## config.mk

```make
export PLATFORM = sky130hd
export DESIGN_NAME = grant_mux_stage
export DESIGN_NICKNAME = d
export VERILOG_FILES = /design/src/rtl/grant_mux_pkg.sv /design/src/rtl/out_reg_slice.sv /design/src/rtl/grant_mux_stage.sv
export SDC_FILE = /design/constraint.sdc
export NUM_CORES = 1
export LEC_CHECK = 0
export BUFFER_PORTS_ARGS = -buffer_cell sky130_fd_sc_hd__buf_4
export CORE_UTILIZATION = 43
export CTS_BUF_LIST = sky130_fd_sc_hd__clkbuf_8
export DETAILED_ROUTE_END_ITERATION = 6
export PLACE_DENSITY = 0.83
export SLEW_MARGIN = 20
export SYNTH_ARGS = -nofsm -noshare
export SYNTH_HDL_FRONTEND = slang
export SYNTH_SLANG_ARGS = --single-unit
export TNS_END_PERCENT = 1
```

## constraint.sdc

```tcl
create_clock -name clk -period 2 [get_ports clk]
set_input_delay 0.1 -clock clk [delete_from_list [all_inputs] [get_ports clk]]
set_output_delay 0.1 -clock clk [all_outputs]
set_load 0.03 [all_outputs]
```

## src/rtl/grant_mux_pkg.sv

```systemverilog
// +------------------------------------------------------------------+
// | grant_mux_pkg : shared types, sizes and grant helpers             |
// | Rev 1.0 - initial release                                         |
// +------------------------------------------------------------------+
`default_nettype none

package grant_mux_pkg;

  localparam int N_SRC     = 4;
  localparam int SRC_IDX_W = 2;

  typedef enum logic [0:0] {
    IDLE = 1'b0,
    XFER = 1'b1
  } state_e;

  function automatic logic is_onehot(input logic [N_SRC-1:0] v);
    return (v != '0) && ((v & (v - {{(N_SRC-1){1'b0}}, 1'b1})) == '0);
  endfunction

  // Highest set bit wins; callers qualify with is_onehot first.
  function automatic logic [SRC_IDX_W-1:0] onehot_to_idx(input logic [N_SRC-1:0] oh);
    logic [SRC_IDX_W-1:0] idx;
    idx = '0;
    for (int i = 0; i < N_SRC; i++) begin
      if (oh[i]) idx = SRC_IDX_W'(i);
    end
    return idx;
  endfunction

endpackage

`default_nettype wire

```

## src/rtl/out_reg_slice.sv

```systemverilog
// +------------------------------------------------------------------+
// | out_reg_slice : 1-entry valid/ready register for {data,last,src}  |
// | Rev 1.0 - initial release                                         |
// +------------------------------------------------------------------+
`default_nettype none

module out_reg_slice
  import grant_mux_pkg::*;
#(
  parameter int DATA_W = 32,
  parameter int SRC_W  = SRC_IDX_W
) (
  input  logic              clk,
  input  logic              rst,
  input  logic              i_load,
  input  logic [DATA_W-1:0] i_data,
  input  logic              i_last,
  input  logic [SRC_W-1:0]  i_src,
  input  logic              i_ready,
  output logic              o_can_load,
  output logic              o_valid,
  output logic [DATA_W-1:0] o_data,
  output logic              o_last,
  output logic [SRC_W-1:0]  o_src
);

  logic              r_valid;
  logic [DATA_W-1:0] r_data;
  logic              r_last;
  logic [SRC_W-1:0]  r_src;

  // Empty or draining this cycle: a new beat may replace the current one.
  assign o_can_load = !r_valid || i_ready;

  always_ff @(posedge clk or posedge rst) begin
    if (rst) begin
      r_valid <= 1'b0;
      r_data  <= '0;
      r_last  <= 1'b0;
      r_src   <= '0;
    end else if (i_load) begin
      r_valid <= 1'b1;
      r_data  <= i_data;
      r_last  <= i_last;
      r_src   <= i_src;
    end else if (i_ready) begin
      r_valid <= 1'b0;
    end
  end

  assign o_valid = r_valid;
  assign o_data  = r_data;
  assign o_last  = r_last;
  assign o_src   = r_src;

endmodule

`default_nettype wire

```

## src/rtl/grant_mux_stage.sv

```systemverilog
// +------------------------------------------------------------------+
// | grant_mux_stage : grant-owned packet mux behind the RR arbiter     |
// | Optional idle abort enabled by macro GRANT_TIMEOUT_EN              |
// | Rev 1.0 - initial release                                         |
// +------------------------------------------------------------------+
`default_nettype none

module grant_mux_stage #(
  parameter int DATA_W  = 32,
  parameter int N_SRC   = 4,
  parameter int TIMEOUT = 64
) (
  input  logic                              clk,
  input  logic                              rst,
  input  logic [N_SRC-1:0]                  grant,
  input  logic [N_SRC-1:0]                  src_valid,
  input  logic [N_SRC*DATA_W-1:0]           src_data,
  input  logic [N_SRC-1:0]                  src_last,
  output logic [N_SRC-1:0]                  src_ready,
  output logic                              out_valid,
  output logic [DATA_W-1:0]                 out_data,
  output logic                              out_last,
  output logic [grant_mux_pkg::SRC_IDX_W-1:0] out_src,
  input  logic                              out_ready,
  output logic                              busy,
  output logic                              grant_err,
  output logic                              timeout
);

  import grant_mux_pkg::*;

  localparam logic [0:0] c_ST_IDLE = IDLE;
  localparam logic [0:0] c_ST_XFER = XFER;

  logic [0:0]           r_state;
  logic [SRC_IDX_W-1:0] r_owner;
  logic                 r_grant_err;

  logic                 w_xfer;
  logic                 w_can_load;
  logic                 w_accept;
  logic                 w_abort;
  logic                 w_sel_valid;
  logic                 w_sel_last;
  logic [DATA_W-1:0]    w_sel_data;

  assign w_xfer      = (r_state == c_ST_XFER);
  assign w_sel_valid = src_valid[r_owner];
  assign w_sel_last  = src_last[r_owner];
  assign w_sel_data  = src_data[int'(r_owner)*DATA_W +: DATA_W];
  assign w_accept    = w_xfer && w_sel_valid && w_can_load;

  always_comb begin
    src_ready = '0;
    if (w_xfer) src_ready[r_owner] = w_sel_valid && w_can_load;
  end

`ifdef GRANT_TIMEOUT_EN
  localparam int c_CNT_W = $clog2(TIMEOUT + 1);

  logic [c_CNT_W-1:0] r_idle_cnt;
  logic               r_timeout;

  // Abort on the edge that would bring the idle count to TIMEOUT.
  assign w_abort = w_xfer && !w_accept && (r_idle_cnt == c_CNT_W'(TIMEOUT - 1));

  always_ff @(posedge clk or posedge rst) begin
    if (rst) begin
      r_idle_cnt <= '0;
      r_timeout  <= 1'b0;
    end else begin
      r_timeout <= w_abort;
      if (!w_xfer || w_accept || w_abort) r_idle_cnt <= '0;
      else                                r_idle_cnt <= r_idle_cnt + c_CNT_W'(1);
    end
  end

  assign timeout = r_timeout;
`else
  logic w_unused_timeout_cfg;
  assign w_unused_timeout_cfg = (TIMEOUT == 0);
  assign w_abort = 1'b0;
  assign timeout = 1'b0;
`endif

  always_ff @(posedge clk or posedge rst) begin
    if (rst) begin
      r_state     <= c_ST_IDLE;
      r_owner     <= '0;
      r_grant_err <= 1'b0;
    end else begin
      case (r_state)
        c_ST_IDLE: begin
          if (grant != '0) begin
            if (is_onehot(grant)) begin
              r_owner <= onehot_to_idx(grant);
              r_state <= c_ST_XFER;
            end else begin
              r_grant_err <= 1'b1;
            end
          end
        end
        c_ST_XFER: begin
          if ((w_accept && w_sel_last) || w_abort) r_state <= c_ST_IDLE;
        end
        default: r_state <= c_ST_IDLE;
      endcase
    end
  end

  out_reg_slice #(
    .DATA_W (DATA_W),
    .SRC_W  (SRC_IDX_W)
  ) u_out_reg (
    .clk        (clk),
    .rst        (rst),
    .i_load     (w_accept),
    .i_data     (w_sel_data),
    .i_last     (w_sel_last),
    .i_src      (r_owner),
    .i_ready    (out_ready),
    .o_can_load (w_can_load),
    .o_valid    (out_valid),
    .o_data     (out_data),
    .o_last     (out_last),
    .o_src      (out_src)
  );

  assign busy      = w_xfer;
  assign grant_err = r_grant_err;

endmodule

`default_nettype wire
```

==> flow_summary_export.csv, run 1 <==
group,metric,value,unit
detailed_routing,vias,2322,
detailed_routing,dr.first_iter.drc_count,84,
floorplan,core,5960,µm²
synthesis,synth_seq_area_share,0.376,
setup_path,cp_top_family,"multiplexers",
place,dpl.hpwl,6290,µm
floorplan,die_x,80.7,µm
clocking,clk_pin_slew,0.09,ns
synthesis,synthesis.nets,311,
setup_path,crit_required,2.19,ns
synthesis,synthCells,168,
detailed_routing,detail-route-antenna-nets,0,
setup_path,worstSetupEndpointType,"register",
hold_path,min_path_type,"in2async",
sta,clock_skew,0.00580,ns
clocking,cts_buffers,5,
clocking,post_cts_buffers,0,
detailed_routing,drc,0,
power,ir_drop,0.000996,V
clocking,cts_sinks,40,
cells_and_area,drive_gt1_frac,0.790,
power,combPwrFrac,0.593,
clocking,post_cts_resized,0,
synthesis,synth_cell_types,33,
setup_path,path_max_fanout,21,
clocking,htree_levels,2,
global_routing,antenna_found_initial,0,
clocking,clk-insertion-delay-late,0.30,ns
sta,clock.fmax,0.577,GHz
synthesis,synthArstFlopShare,1.00,
power,power.switching,2170,µW
place,gp_congestion,0.780,
clocking,clockRootBuffer,"clkbuf_8",
sta,hold-worst-slack,-0.0205,ns
cells_and_area,num_antenna_cells,0,
synthesis,ys_warn_count,0,
clocking,holdBufCountCts,0,
floorplan,rows,28,
synthesis,synth_top_area_share,0.376,
global_routing,grt_pass1_wl,11800,µm
sta,setup_viol,0,
setup_path,start_kind,"register",
sta,hold_violations,21,
sta,rsz0062_at_grt,"false",
setup_path,worstPathCellList,"buf_4 > mux4_2 > mux2_4",
setup_path,path_buf_inv,1,
floorplan,initial_core_util,0.447,
global_routing,grt_use_total,0.248,
cells_and_area,num-fill-cells,437,
job,maxCapViolations,0,
sta,finalCriticalPeriod,1.73,ns
floorplan,ioPinCount,186,
cells_and_area,fin_util,0.704,
sta,tightest_slew,0.869,ns
synthesis,synth_top_cell_by_area,"dfrtp_1",
global_routing,gr-total-overflow,0,
global_routing,grt_max_degree,41,
setup_path,critical_path_class,"reg2reg",
synthesis,synth-edff-count,0,
detailed_routing,vias_per_cell,5.49,
sta,slew_viol_final,0,
clocking,cts_tree,"done",
cells_and_area,num-nets-final,490,
place,dp.cells,415,
floorplan,design.die.area,6510,µm²
power,power.share.switching,0.403,
synthesis,yosys-top-cells-area,"dfrtp_1 (38%), mux4_2 (29%), mux2_4 (16%), mux2_2 (3.4%), buf_12 (2.3%)",
sta,tns,0,ns
synthesis,ys.flop_type,"dfrtp_1",
synthesis,syn-cell-area,2660,µm²
sta,max_slew_margin,0.420,
power,internal_power,3210,µW
setup_path,cp_slowest_cell,"mux4_2",
outcome,status,"complete, but fails checks",
power,leakage,0.00200,µW
cells_and_area,synthToLayoutAreaGrowth,57.5,%
outcome,violations,"hold timing",
setup_path,cpPeakStageDelay,0.57,ns
detailed_routing,routed_wl,8080,µm
power,power,5370,µW
synthesis,syn_area_per_cell,15.9,µm²
global_routing,grt_pass1_vias,2328,
floorplan,die_h,80.7,µm
power,sequentialPowerShare,0.280,
place,io_buffers,184,
detailed_routing,wl_per_cell,19.1,µm
cells_and_area,instances_no_fill,423,
synthesis,synth-seq-cells,40,
clocking,clock_path_buffers,2,
power,p_per_area,1280,nW/µm²
sta,min_period_over_period,0.867,
power,p_clk_frac,0.127,
detailed_routing,drt_pre_antenna_iters,4,
setup_path,cp_data_arrival_time,1.92,ns
final cells by class:
type                       count  area [µm²]  share of cell area
inverter                       4        15.0             0.00358
sequential                    40        1000               0.239
multi-input combinational    106        1520               0.362
clock buffer                   5        68.8              0.0164
clock inverter                 3        42.5              0.0101
tap                           75        93.8              0.0224
timing repair buffer         190        1450               0.346
power by group through the flow:
stage	combinational, µW	sequential [µW]	clock (µW)
finish	3190	1500	684
CTS	3210	1500	687
floorplan	1440	2180	0
global placement	3100	1490	0
detailed placement	3200	1510	0
global route	3340	1550	739
per-stage QoR:
step | setup slack [ns] | instance area [µm²]
final | 0.265 | 4200
after detailed placement | 0.262 | 4080
after floorplan | 0.111 | 2670
after global placement | 0.318 | 4080
after CTS | 0.242 | 4200
after global routing | 0.175 | 4200
kinds of logic after synthesis:
| family | Yosys count | share of synthesized area |
|---|---|---|
| buffers and inverters | 22 | 0.0559 |
| xor gates and xnor gates | 1 | 0.00329 |
| DFF | 40 | 0.376 |
| AOI/OAI and AO/OA | 18 | 0.0493 |
| other | 1 | 0.00141 |
| muxes | 70 | 0.479 |
| and+or+nand+nor | 16 | 0.0352 |
cells in the final DEF, fill, tap and decap left out, types with 2 or more instances in the layout:
| master | netlist | routed |
|---|---|---|
| clkbuf_8 | 0 | 5 |
| nor2_1 | 4 | 4 |
| mux2_4 | 28 | 28 |
| a211oi_1 | 4 | 4 |
| nand2_1 | 4 | 4 |
| mux4_2 | 34 | 34 |
| buf_12 | 3 | 2 |
| a21oi_1 | 2 | 2 |
| dfrtp_2 | 0 | 2 |
| nand3_1 | 2 | 2 |
| o41ai_1 | 2 | 2 |
| mux2_2 | 8 | 8 |
| buf_4 | 1 | 188 |
| inv_1 | 4 | 3 |
| dfrtp_1 | 40 | 38 |
| o21ai_0 | 2 | 2 |
synthesized netlist by cell type, drive strengths merged (2+ instances only):
cell     n
a211oi   4
dfrtp   40
mux4    34
buf     10
nand3    3
nor2     4
a21oi    2
nand2    4
o41ai    2
mux2    36
clkbuf   8
inv      4
o21ai    2
metal layers:
layer  part of all wire  GRT usage  wire (µm)
met4              0.025     0.0982        200
met3              0.077     0.0625        625
met1               0.36      0.278       2920
met5                  0          0          0
met2               0.54      0.450       4330
path summary, 6_finish.rpt:
path                       depth (start not counted)                               end  slack [ns]              startpoint
setup / recovery                                   3  u_out_reg.o_data[25]$_DFFE_PP0P_        0.27  r_owner[0]$_DFFE_PP0P_
hold / removal                                     2  u_out_reg.o_data[24]$_DFFE_PP0P_       -0.02                     rst
setup reg to reg                                   3  u_out_reg.o_data[25]$_DFFE_PP0P_        0.27  r_owner[0]$_DFFE_PP0P_
hold reg to reg                                    1             grant_err$_DFFE_PP0P_        0.48   grant_err$_DFFE_PP0P_
max in group asynchronous                          2            r_owner[1]$_DFFE_PP0P_        1.41                     rst
min in group clk                                   2            r_owner[0]$_DFFE_PP0P_        0.03                grant[2]
registers in the layout, indices dropped and copies added (netlist names):
name	count
busy	1
grant_err	1
r_owner	2
u_out_reg.o_data	32
u_out_reg.o_last	1
u_out_reg.o_src	2
u_out_reg.o_valid	1
(Power assumes the default switching activity.)
==> run 2: changes to the inputs <==
Settings changed: BUFFER_PORTS_ARGS -buffer_cell sky130_fd_sc_hd__buf_4 to -buffer_cell sky130_fd_sc_hd__buf_2.
==> run 2 against run 1 <==
Against the previous run:
- the run still ends with hold timing left
- clock skew increased by 0.0011 ns
- non-clock buffer count decreased by 1
- highest routed layer unchanged
- final area fell by 11%
- die area is the same
- sequential share of layout area up 3.0 points
- first-iteration DRC count decreased by 44%
- total power decreased by 9.2%
==> flow_summary_export.csv, run 2 (synthesized netlist as in run 1, its figures left out) <==
group,metric,value,unit
outcome,status,"complete, but fails checks",
outcome,violations,"hold timing",
clocking,cts_sinks,40,
floorplan,ioPinCount,186,
cells_and_area,instances_no_fill,422,
place,io_buffers,184,
sta,hold-worst-slack,-0.0233,ns
cells_and_area,final_common_cell,"buf_2",
sta,clock.fmax,0.585,GHz
place,gp_congestion,0.720,
floorplan,initial_core_util,0.447,
global_routing,grt_pass1_wl,10400,µm
sta,clock_skew,0.00685,ns
detailed_routing,wl_per_cell,16.3,µm
floorplan,die_h,80.7,µm
place,dpl.hpwl,5390,µm
global_routing,grt_pass1_vias,2307,
clocking,htree_levels,2,
power,power.share.switching,0.422,
clocking,cts_tree,"done",
cells_and_area,largest_reg_flops,32,
job,maxCapViolations,0,
setup_path,start_kind,"register",
cells_and_area,num_antenna_cells,0,
power,p_clk_frac,0.113,
detailed_routing,vias,2220,
cells_and_area,num-nets-final,489,
sta,max_slew_margin,0.438,
sta,rsz0062_at_grt,"false",
global_routing,gr-total-overflow,0,
setup_path,path_max_fanout,20,
detailed_routing,routed_wl,6860,µm
sta,min_period_over_period,0.854,
setup_path,crit_required,2.17,ns
clocking,holdBufCountCts,0,
power,internal_power,2820,µW
setup_path,cp_data_arrival_time,1.88,ns
power,sequentialPowerShare,0.300,
power,leakage,0.00184,µW
hold_path,min_path_type,"in2async",
clocking,post_cts_buffers,0,
floorplan,rows,28,
power,p_per_area,1310,nW/µm²
clocking,clk-insertion-delay-late,0.29,ns
cells_and_area,layout_common_cells,"buf_2 (184), dfrtp_1 (38), mux4_2 (34), mux2_4 (28), mux2_2 (8)",
detailed_routing,detail-route-antenna-nets,0,
sta,finalCriticalPeriod,1.71,ns
global_routing,antenna_found_initial,0,
global_routing,grt_max_degree,44,
floorplan,design.die.area,6510,µm²
power,power,4880,µW
sta,hold_violations,40,
clocking,clockRootBuffer,"clkbuf_8",
clocking,cts_buffers,5,
setup_path,r2r_slack,0.29,ns
sta,slew_viol_final,0,
detailed_routing,vias_per_cell,5.26,
clocking,post_cts_resized,0,
detailed_routing,drt_pre_antenna_iters,4,
detailed_routing,drc,0,
floorplan,core,5960,µm²
setup_path,worstSetupEndpointType,"register",
sta,tns,0,ns
detailed_routing,dr.first_iter.drc_count,47,
floorplan,die_x,80.7,µm
setup_path,critical_path_class,"reg2reg",
power,combPwrFrac,0.587,
place,dp.cells,414,
global_routing,grt_use_total,0.213,
cells_and_area,synthToLayoutAreaGrowth,39.7,%
power,ir_drop,0.000883,V
power,power.switching,2060,µW
sta,setup_viol,0,
sta,tightest_slew,0.841,ns
clocking,clk_pin_slew,0.08,ns
clocking,clock_path_buffers,2,
cells_and_area,drive_gt1_frac,0.790,
[run 2: layout make-up]
cell class	count	area, µm²
Timing Repair Buffer	189	996
Inverter	4	15.0
Sequential cell	40	1000
Tap cell	75	93.8
Clock buffer	6	82.6
Clock inverter	2	10.0
Multi-Input combinational cell	106	1520
Fill cell	519	2230
[run 2: routing by layer]
layer,track usage,vias to the layer above,wire [µm],part of all wire
met1,0.234,1083,2610,0.38
li1,-,1023,-,-
met3,0.0432,11,440,0.064
met4,0.0875,0,93,0.014
met2,0.397,103,3710,0.54
met5,0,-,0,0
[run 2: per-stage QoR]
stage | hold slack [ns] | util | cell area (µm²) | worst slack, ns
floorplan | 0.190 | - | 2670 | 0.111
global placement | 0.295 | 0.609 | 3630 | 0.333
detailed placement | 0.327 | 0.609 | 3630 | 0.297
CTS | 0.00887 | 0.625 | 3720 | 0.280
global route | 0.0608 | 0.625 | 3720 | 0.139
finish | -0.0233 | 0.625 | 3720 | 0.291
[run 2: worst max-delay path, cell delays in order (launching register included)]
cell	delay, ns
dfrtp_2	0.40
mux4_2	0.53
nand3_4	0.13
buf_12	0.20
mux2_4	0.32
[run 2: power groups by stage]
stage               clock network, µW  registers [µW]  logic [µW]
floorplan                           0            2180        1440
global placement                    0            1470        2810
detailed placement                  0            1480        2890
CTS                               567            1470        2900
global route                      605            1520        3020
finish                            550            1460        2870
[run 2: path summary, 6_finish.rpt]
path                                        startpoint                                to  cells past startpoint
worst max-delay path            r_owner[0]$_DFFE_PP0P_  u_out_reg.o_data[24]$_DFFE_PP0P_                      4
worst min-delay path                               rst  u_out_reg.o_data[26]$_DFFE_PP0P_                      2
worst max register to register  r_owner[0]$_DFFE_PP0P_  u_out_reg.o_data[24]$_DFFE_PP0P_                      4
worst min register to register   grant_err$_DFFE_PP0P_             grant_err$_DFFE_PP0P_                      1
max in group asynchronous                          rst            r_owner[0]$_DFFE_PP0P_                      2
min in group clk                              grant[2]            r_owner[0]$_DFFE_PP0P_                      2
==> run 3: changes to the inputs <==
Settings changed: SYNTH_HIERARCHICAL set to 1.
==> run 3 against run 2 <==
Against the previous run:
- the flow now finishes without violations
- routed wire length down 1.5%
- final area rose by 1.4%
- total power increased by 0.45%
- final cell count is the same
- sequential cell count stayed put
- synthesized area rose by 2.7%
- count of clock-buffer cells in the layout up 1
- die area up 2.7%
- first-iteration DRC count rose by 4.3%
- critical path type unchanged
==> flow_summary_export.csv, run 3 <==
group,metric,value,unit
outcome,status,"completed",
detailed_routing,routed_wl,6750,µm
cells_and_area,num-nets-final,490,
setup_path,ff2ff_path_depth,3,
power,p_clk_frac,0.117,
setup_path,path_max_fanout,17,
clocking,clk-insertion-delay-late,0.28,ns
power,power.switching,2030,µW
global_routing,antenna_found_initial,0,
power,ir_drop,0.000912,V
power,leakage,0.00183,µW
synthesis,ys_warn_count,6,
synthesis,post-synth-top-count-cell,"dfrtp_1",
floorplan,die_h,81.8,µm
cells_and_area,drive_gt1_frac,0.764,
power,power,4900,µW
hold_path,hold-path-cell-count,2,
sta,min_period_over_period,0.859,
cells_and_area,largest_reg_flops,32,
sta,setup_viol,0,
setup_path,start_kind,"register",
cells_and_area,synthToLayoutAreaGrowth,37.9,%
place,io_buffers,184,
floorplan,ioPinCount,186,
clocking,clock_path_buffers,2,
floorplan,rows,28,
sta,hold_violations,0,
synthesis,synthCells,165,
sta,clock.fmax,0.582,GHz
floorplan,core,6030,µm²
detailed_routing,drt_pre_antenna_iters,4,
power,p_per_area,1300,nW/µm²
setup_path,crit_required,2.17,ns
sta,tightest_slew,0.538,ns
global_routing,grt_pass1_vias,2225,
sta,tns,0,ns
power,internal_power,2870,µW
cells_and_area,regArea,1000,µm²
setup_path,worstSetupEndpointType,"register",
global_routing,grt_max_degree,24,
cells_and_area,final_common_cell,"buf_2",
power,power.share.switching,0.414,
synthesis,synthesis.nets,308,
global_routing,gr-total-overflow,0,
hold_path,holdPathEnd,"r_owner[1]$_DFFE_PP0P_",
setup_path,crit_start,"r_owner[0]$_DFFE_PP0P_",
setup_path,cp_top_family,"multiplexers",
place,pre_cts_ws,0.291,ns
power,sequentialPowerShare,0.296,
setup_path,r2r_slack,0.28,ns
detailed_routing,drc,0,
hold_path,min_path_type,"in2reg",
synthesis,ys.flop_type,"dfrtp_1",
clocking,clockRootBuffer,"clkbuf_8",
sta,clock_skew,0.00578,ns
cells_and_area,layout_common_cells,"buf_2 (184), dfrtp_1 (38), mux2_4 (29), mux4_2 (26)",
synthesis,yosys-top-cells-count,"dfrtp_1 (40), mux2_4 (29), mux4_2 (26)",
hold_path,min_from,"grant[1]",
power,combPwrFrac,0.586,
floorplan,design.die.area,6690,µm²
synthesis,synthArstFlopShare,1.00,
sta,finalCriticalPeriod,1.72,ns
global_routing,grt_use_total,0.205,
synthesis,synth-edff-count,0,
synthesis,synth_top_cell_by_area,"dfrtp_1",
synthesis,synth_seq_area_share,0.366,
cells_and_area,multi_input_area,1520,µm²
detailed_routing,detail-route-antenna-nets,0,
synthesis,yosys-top-cells-area,"dfrtp_1 (37%), mux4_2 (21%), mux2_4 (16%), mux4_1 (6.7%), buf_12 (4.4%)",
setup_path,worstPathCellList,"buf_4 > mux4_2 > mux2_4",
place,gp_congestion,0.735,
setup_path,rr_endpoint,"u_out_reg/o_data[24]$_DFFE_PP0P_",
setup_path,cpPeakStageDelay,0.56,ns
synthesis,synth-seq-cells,40,
setup_path,cp_data_arrival_time,1.88,ns
synthesis,synth_top_area_share,0.366,
sta,setup_ws,0.282,ns
floorplan,die_x,81.8,µm
detailed_routing,vias,2210,
place,dpl.hpwl,5550,µm
clocking,cts_buffers,5,
clocking,post_cts_resized,0,
detailed_routing,vias_per_cell,5.24,
detailed_routing,wl_per_cell,16.0,µm
sta,max_slew_margin,0.641,
cells_and_area,num_antenna_cells,0,
detailed_routing,dr.first_iter.drc_count,49,
clocking,clk_pin_slew,0.07,ns
clocking,cts_tree,"done",
synthesis,synth_cell_types,32,
synthesis,syn-cell-area,2740,µm²
synthesis,syn_area_per_cell,16.6,µm²
job,maxCapViolations,0,
setup_path,path_buf_inv,1,
setup_path,critical_path_class,"reg2reg",
setup_path,rr_startpoint,"r_owner[0]$_DFFE_PP0P_",
setup_path,cp_slowest_cell,"mux4_2",
clocking,htree_levels,2,
sta,slew_viol_final,0,
global_routing,grt_pass1_wl,10200,µm
floorplan,initial_core_util,0.454,
cells_and_area,num-fill-cells,505,
clocking,cts_sinks,40,
sta,rsz0062_at_grt,"false",
run 3: power by group through the flow:
stage | Sequential [µW] | Combinational, µW | Clock [µW]
3_3_place_gp | 1450 | 2830 | 0
3_5_place_dp | 1470 | 2900 | 0
4_1_cts | 1460 | 2900 | 591
2_1_floorplan | 2180 | 1520 | 0
6_report | 1450 | 2870 | 575
5_1_grt | 1510 | 3050 | 626
run 3: logic make-up after synthesis:
kind of cell	Yosys count	synth area share
AO/OA/AOI/OAI	17	0.0476
other	1	0.00137
AND/OR/NAND/NOR	14	0.0293
flip-flops	40	0.366
multiplexers	70	0.472
buffers and inverters	22	0.0805
XOR/XNOR	1	0.00320
run 3: metal layers:
metal / global-route usage / wire length (µm) / vias to the layer above / part of all wire
met5: 0 / 0 / - / 0
met4: 0.0719 / 99 / 0 / 0.015
met3: 0.0456 / 546 / 8 / 0.081
met2: 0.377 / 3620 / 113 / 0.54
met1: 0.230 / 2490 / 1070 / 0.37
li1: - / - / 1019 / -
run 3: worst max path at each step:
stage | endpoint | slack [ns] | cells past startpoint
after floorplan | u_out_reg/o_data[0]$_DFFE_PP0P_ | 0.21 | 6
after global placement | u_out_reg/o_data[16]$_DFFE_PP0P_ | 0.35 | 3
after detailed placement | u_out_reg/o_data[24]$_DFFE_PP0P_ | 0.29 | 3
after CTS | u_out_reg/o_data[24]$_DFFE_PP0P_ | 0.28 | 3
after global routing | u_out_reg/o_data[4]$_DFFE_PP0P_ | 0.21 | 4
final | u_out_reg/o_data[24]$_DFFE_PP0P_ | 0.28 | 3
run 3: cell type report:
type,count,share of cell area
clock buffers,7,0.0255
repair buffers,193,0.276
multi-input cells,103,0.404
flip-flops and latches,40,0.266
well taps,75,0.0249
inverters,4,0.00398
run 3: worst reg2reg max path, cell delays in order (launching register included):
cell and delay, ns:
dfrtp_2 0.42, buf_4 0.33, mux4_2 0.57, mux2_4 0.28
run 3: metrics by stage:
| step | utilization | area, µm² | hold slack [ns] | instances |
|---|---|---|---|---|
| after global routing | 0.626 | 3770 | 0.112 | 422 |
| after CTS | 0.626 | 3770 | 0.0879 | 422 |
| after floorplan | - | 2740 | -0.134 | 165 |
| after detailed placement | 0.608 | 3670 | -0.00430 | 414 |
| after global placement | 0.608 | 3670 | -0.00735 | 414 |
| final | 0.626 | 3770 | 0.0985 | 422 |
run 3: what timing repair did:
item                                   in CTS  in global routing
setup buffers                               0                  0
endpoints found under the hold margin      14                  0
hold buffers                                1                  0
